==> config.mk <==
export PLATFORM = sky130hd
export DESIGN_NAME = floppy_voice_allocator
export DESIGN_NICKNAME = d
export VERILOG_FILES = /design/src/rtl/floppy_voice_allocator.sv
export SDC_FILE = /design/constraint.sdc
export NUM_CORES = 1
export LEC_CHECK = 0
export CAP_MARGIN = 20
export CORE_ASPECT_RATIO = 1.5
export CORE_MARGIN = 2
export CORE_UTILIZATION = 35
export CTS_CLUSTER_DIAMETER = 120
export DETAILED_ROUTE_END_ITERATION = 7
export PLACE_DENSITY = 0.58
export SYNTH_ARGS = -nofsm -noshare
export SYNTH_HDL_FRONTEND = slang
export SYNTH_SLANG_ARGS = --single-unit
==> constraint.sdc <==
create_clock -name clock_98k -period 7.9 [get_ports clock_98k]
set_input_delay 1.58 -clock clock_98k [delete_from_list [all_inputs] [get_ports clock_98k]]
set_output_delay 1.58 -clock clock_98k [all_outputs]
set_load 0.1 [all_outputs]
==> src/rtl/floppy_voice_allocator.sv <==
// Shares NUM_DRIVES floppy step generators between note-on/note-off events.
// Define FLOPPY_STEAL_EN to steal the oldest drive instead of dropping on overflow.
module floppy_voice_allocator #(
    parameter int NUM_DRIVES = 4,
    parameter int PERIOD_W   = 16
) (
    input  logic                           clock_98k,
    input  logic                           reset,
    input  logic                           all_off,
    input  logic                           note_valid,
    output logic                           note_ready,
    input  logic                           note_on,
    input  logic [6:0]                     note_id,
    input  logic [PERIOD_W-1:0]            note_period,
    output logic [NUM_DRIVES*PERIOD_W-1:0] period_out,
    output logic [NUM_DRIVES-1:0]          drive_busy,
    output logic [7:0]                     drop_count,
    output logic [1:0]                     fsm_state
);

    // A request is accepted on note_valid & note_ready; note_ready depends only on
    // state, reset and all_off, and the request is held internally until COMMIT.
    localparam int IDX_W = (NUM_DRIVES > 1) ? $clog2(NUM_DRIVES) : 1;
    localparam logic [IDX_W-1:0] LAST_IDX = IDX_W'(NUM_DRIVES - 1);

    typedef enum logic [1:0] {
        IDLE   = 2'd0,
        SCAN   = 2'd1,
        COMMIT = 2'd2
    } state_t;

    state_t state, state_next;

    logic [NUM_DRIVES-1:0] busy_q;
    logic [6:0]            id_q     [NUM_DRIVES];
    logic [PERIOD_W-1:0]   period_q [NUM_DRIVES];

    logic [IDX_W-1:0]      scan_idx;
    logic                  req_on;
    logic [6:0]            req_id;
    logic [PERIOD_W-1:0]   req_period;
    logic                  match_hit, free_hit;
    logic [IDX_W-1:0]      match_idx, free_idx;

    logic                  cur_busy;
    logic [6:0]            cur_id;
    logic [IDX_W-1:0]      tgt_idx;
    logic                  tgt_write, tgt_clear, tgt_drop;
    logic                  handshake;
    logic                  commit_on;

`ifdef FLOPPY_STEAL_EN
    // Stamps and the sequence counter only matter for victim selection.
    logic [7:0]            stamp_q [NUM_DRIVES];
    logic [7:0]            alloc_seq;
    logic [7:0]            cur_stamp;
    logic [7:0]            cur_age;
    logic                  old_hit;
    logic [IDX_W-1:0]      old_idx;
    logic [7:0]            old_age;
`endif

    assign note_ready = (state == IDLE) && reset && !all_off;
    assign handshake  = note_valid && note_ready;
    assign commit_on  = req_on && (req_period != '0);
    assign drive_busy = busy_q;
    assign fsm_state  = state;

    always_comb begin
        period_out = '0;
        for (int i = 0; i < NUM_DRIVES; i++) begin
            period_out[i*PERIOD_W +: PERIOD_W] = period_q[i];
        end
    end

    always_comb begin
        cur_busy = 1'b0;
        cur_id   = '0;
`ifdef FLOPPY_STEAL_EN
        cur_stamp = '0;
`endif
        for (int i = 0; i < NUM_DRIVES; i++) begin
            if (scan_idx == IDX_W'(i)) begin
                cur_busy = busy_q[i];
                cur_id   = id_q[i];
`ifdef FLOPPY_STEAL_EN
                cur_stamp = stamp_q[i];
`endif
            end
        end
    end

`ifdef FLOPPY_STEAL_EN
    assign cur_age = alloc_seq - cur_stamp;
`endif

    always_comb begin
        tgt_idx   = match_idx;
        tgt_write = 1'b0;
        tgt_clear = 1'b0;
        tgt_drop  = 1'b0;
        if (commit_on) begin
            if (match_hit) begin
                tgt_write = 1'b1;
            end else if (free_hit) begin
                tgt_idx   = free_idx;
                tgt_write = 1'b1;
            end else begin
`ifdef FLOPPY_STEAL_EN
                tgt_idx   = old_idx;
                tgt_write = 1'b1;
`else
                tgt_drop  = 1'b1;
`endif
            end
        end else if (match_hit) begin
            tgt_clear = 1'b1;
        end
    end

    always_comb begin
        state_next = state;
        case (state)
            IDLE:    if (handshake) state_next = SCAN;
            SCAN:    if (scan_idx == LAST_IDX) state_next = COMMIT;
            COMMIT:  state_next = IDLE;
            default: state_next = IDLE;
        endcase
        if (all_off) state_next = IDLE;
    end

    always_ff @(posedge clock_98k) begin
        if (!reset) state <= IDLE;
        else        state <= state_next;
    end

    always_ff @(posedge clock_98k) begin
        if (!reset) begin
            busy_q     <= '0;
            drop_count <= '0;
            scan_idx   <= '0;
            req_on     <= 1'b0;
            req_id     <= '0;
            req_period <= '0;
            match_hit  <= 1'b0;
            free_hit   <= 1'b0;
            match_idx  <= '0;
            free_idx   <= '0;
            for (int i = 0; i < NUM_DRIVES; i++) begin
                id_q[i]     <= '0;
                period_q[i] <= '0;
            end
`ifdef FLOPPY_STEAL_EN
            alloc_seq <= '0;
            old_hit   <= 1'b0;
            old_idx   <= '0;
            old_age   <= '0;
            for (int i = 0; i < NUM_DRIVES; i++) stamp_q[i] <= '0;
`endif
        end else if (all_off) begin
            busy_q <= '0;
            for (int i = 0; i < NUM_DRIVES; i++) period_q[i] <= '0;
        end else begin
            case (state)
                IDLE: begin
                    if (handshake) begin
                        req_on     <= note_on;
                        req_id     <= note_id;
                        req_period <= note_period;
                        scan_idx   <= '0;
                        match_hit  <= 1'b0;
                        free_hit   <= 1'b0;
`ifdef FLOPPY_STEAL_EN
                        old_hit    <= 1'b0;
`endif
                    end
                end
                SCAN: begin
                    if (cur_busy && (cur_id == req_id) && !match_hit) begin
                        match_hit <= 1'b1;
                        match_idx <= scan_idx;
                    end
                    if (!cur_busy && !free_hit) begin
                        free_hit <= 1'b1;
                        free_idx <= scan_idx;
                    end
`ifdef FLOPPY_STEAL_EN
                    // Strict compare keeps the lowest index on equal ages.
                    if (cur_busy && (!old_hit || (cur_age > old_age))) begin
                        old_hit <= 1'b1;
                        old_idx <= scan_idx;
                        old_age <= cur_age;
                    end
`endif
                    scan_idx <= scan_idx + 1'b1;
                end
                COMMIT: begin
                    for (int i = 0; i < NUM_DRIVES; i++) begin
                        if (tgt_idx == IDX_W'(i)) begin
                            if (tgt_write) begin
                                busy_q[i]   <= 1'b1;
                                id_q[i]     <= req_id;
                                period_q[i] <= req_period;
`ifdef FLOPPY_STEAL_EN
                                stamp_q[i]  <= alloc_seq;
`endif
                            end
                            if (tgt_clear) begin
                                busy_q[i]   <= 1'b0;
                                period_q[i] <= '0;
                            end
                        end
                    end
`ifdef FLOPPY_STEAL_EN
                    if (tgt_write) alloc_seq <= alloc_seq + 8'd1;
`endif
                    if (tgt_drop && (drop_count != 8'hFF)) drop_count <= drop_count + 8'd1;
                end
                default: ;
            endcase
        end
    end

endmodule

==> impl_metrics.tcl <==
set metrics [dict create \
    synth_area_um2 5830 \
    ys_types 54 \
    port_buffers 106 \
    synthArstFlopShare_pct 0 \
    seq_area_frac_synth_pct 60.5 \
    synthAdderAreaFrac_pct 1.07 \
    design_area_um2 7690 \
    synth_top_family_by_area "simple AND/OR/NAND/NOR gates" \
    cts-buffers-inserted 17 \
    p_per_area_nw_per_um2 233 \
    cts_tree "yes" \
    grt_setup_unrepaired "false" \
    peakVddDrop_v 0.000160 \
    yosysWarnings 0 \
    grt_overflow 0 \
    grt_use_total_pct 17.0 \
    core_um2 16300 \
    die-area_um2 17700 \
    report.final.slew_viol_count 0 \
    routedWlPerCell_um 16.6 \
    post-route-drc-count 0 \
    crit_arrival_ps 4000 \
    synth_top_area_share_pct 39.2 \
    path_buf_inv 2 \
    finalSetupTns_ps 0 \
    crit_path_max_incr_delay_ps 1160 \
    fin_util_pct 47.3 \
    drt_iter0_drc 236 \
    clock_skew_ps 5.39 \
    critPathSlowestCell "clkdlybuf4s50_1" \
    dp_hpwl_um 10800 \
    placed_area_um2 7060 \
    seqPwrFrac_pct 44.0 \
    synth_ff_type "edfxtp_1" \
    synth_edf_count 76 \
    finalHoldViolCount 0 \
    switchingPower_uw 486 \
    combPwrFrac_pct 9.8 \
    io_pins 107 \
    nets 694 \
    path_class "in -> out" \
    yosysTopAreaCell "edfxtp_1" \
    p_clk_share_pct 46.3 \
    p_sw_share_pct 27.1 \
    synth-simple-area-share_pct 21.9 \
    nFillCells 1539 \
    crit_fanout 6 \
    cts_sinks 138 \
    intPower_uw 1310 \
    grt_pass1_wl_um 22800 \
    die_x_um 109 \
    grt_max_degree 56 \
    hold_path.class "reg -> reg" \
    layout_min_cycle_time_ps 5580 \
    muxShareOfSynthArea_pct 1.72 \
    p_leak_uw 0.00271 \
    gp_congestion 0.839 \
    clk_latency_ps 420 \
    worst_pin_slew_ps 1080 \
    synth.area.top_cells "edfxtp_1 (39%), dfxtp_1 (21%), nand2_1 (7.7%), nor2_1 (5.5%), a21boi_0 (3.2%)" \
    via_per_inst 5.01 \
    area_growth_pct 32.0 \
    startpoint_type "input port" \
    fin_cells 880 \
    htreeDepth 4 \
    synth_compound_area_share_pct 10.5 \
    synthCells 555 \
    yosysMostFrequentCell "nand2_1" \
    maxCapViolations 0 \
    maxSlewHeadroom_pct 27.5 \
    via_count 4413 \
    synth_common_cells "nand2_1 (119), nor2_1 (85), edfxtp_1 (76), dfxtp_1 (62), a21boi_0 (25)" \
    finalCritPeriodShare_pct 70.7 \
    antenna_found_initial 0 \
    first_pass_iters 5 \
    multiInputGateArea_um2 2130 \
    drive_above_1_share_pct 8.61 \
    cts-root-buf "clkbuf_16" \
    cts-resized-gates 0 \
    row_count 57 \
    worstPathCellList "clkdlybuf4s50_1 > nor2_1 > nand2_1 > nor2_1 > clkdlybuf4s50_1" \
    grt_pass1_vias 4405 \
    synth_nets 588 \
    die_y_um 162 \
    final-seq-area_um2 3520 \
    cp-end-kind "output pin" \
    wirelength_um 14600 \
    ant_nets 0 \
    cp.required_ps 6320 \
    clk_path_buf_depth 2 \
    final-setup-viol-count 0 \
    hold_buffers 0 \
    synth_seq_cells 138 \
    num_antenna_cells 0 \
    synth_xor_area_share_pct 1.20 \
    status "complete, no violations" \
    clkTransAtPathRegs_ps 60 \
    fmax_ghz 0.179 \
    syn_avg_cell_area_um2 10.5 \
    start_util_pct 35.8 \
    cts_post_setup_buffers_inserted 0 \
    critPathTopFamily "buffers and inverters" \
    dpl.cell_count 847 \
]
## power groups by stage
stage | logic [uW] | registers, uW | clock network, uW
after floorplan | 43.8 | 886 | 0
after global placement | 175 | 804 | 0
after detailed placement | 176 | 805 | 0
after CTS | 177 | 789 | 844
after global routing | 183 | 791 | 871
final | 175 | 789 | 830
## worst paths after layout
path / startpoint / to / slack, ps / depth (start not counted)
setup / recovery: all_off / note_ready / 2320 / 5
hold / removal: period_q[2][4]$_SDFFE_PP0P_ / period_q[2][4]$_SDFFE_PP0P_ / 460 / 2
setup reg to reg: req_period[3]$_SDFFE_PN0P_ / id_q[1][0]$_SDFFCE_PN0P_ / 4380 / 6
hold reg to reg: period_q[2][4]$_SDFFE_PP0P_ / period_q[2][4]$_SDFFE_PP0P_ / 460 / 2
## stage by stage
step                      power (uW)  hold slack (ps)  setup slack (ps)
after floorplan                  929              457              3090
after global placement           979              454              2360
after detailed placement         981              456              2330
after CTS                       1810              465              2310
after global routing            1840              481              2170
final                           1790              461              2320
## flip-flops by register name, indices dropped and copies added, names as in the netlist
register and flops:
period_q 64, id_q 28, req_period 16, drop_count 8, req_id 7, drive_busy 4
free_idx 2, fsm_state 2, match_idx 2, scan_idx 2, free_hit 1, match_hit 1
req_on 1
## cells by family after synthesis
family / count (synthesis)
muxes: 9
adders and majority gates: 5
xor gates and xnor gates: 8
buffers and inverters: 34
DFF: 138
and+or+nand+nor: 277
AOI/OAI and AO/OA: 84
## cell type report
| cell class | count | area share [%] |
|---|---|---|
| sequential | 138 | 45.8 |
| tap | 206 | 3.35 |
| multi-input combinational | 383 | 27.7 |
| clock inverter | 15 | 2.62 |
| timing repair buffer | 115 | 14.7 |
| inverter | 6 | 0.293 |
| clock buffer | 17 | 5.53 |
## routing by layer
metal	vias up	part of all wire, %	GRT usage [%]
met5	-	0	0
met4	0	2.2	6.56
met3	25	5.0	3.01
met2	131	52	30.3
met1	2099	41	19.8
li1	2158	-	-
## cells in the final DEF, fill, tap and decap left out, drive strengths merged, types with 6 or more instances in the layout
cell type      Yosys  final
a21boi            25     25
a21oi             22     22
a221oi             7      7
and2               7      7
and3              10     10
buf               18      8
clkbuf            10     18
clkdlybuf4s50      0    106
dfxtp             62     62
edfxtp            76     76
inv                6     14
mux2i              7      7
nand2            120    120
nand2b             6      6
nor2              85     85
nor2b             10     10
nor3               9      9
nor4              10     10
o21ai              9      9
## tightest hold or removal path: cells and delay by family (launching register included)
kind	cells	cell delay, ps
AO/OA/AOI/OAI	1	50
AND/OR/NAND/NOR	1	50
flip-flops	1	310
No activity file was read; power rests on OpenSTA's default activity.
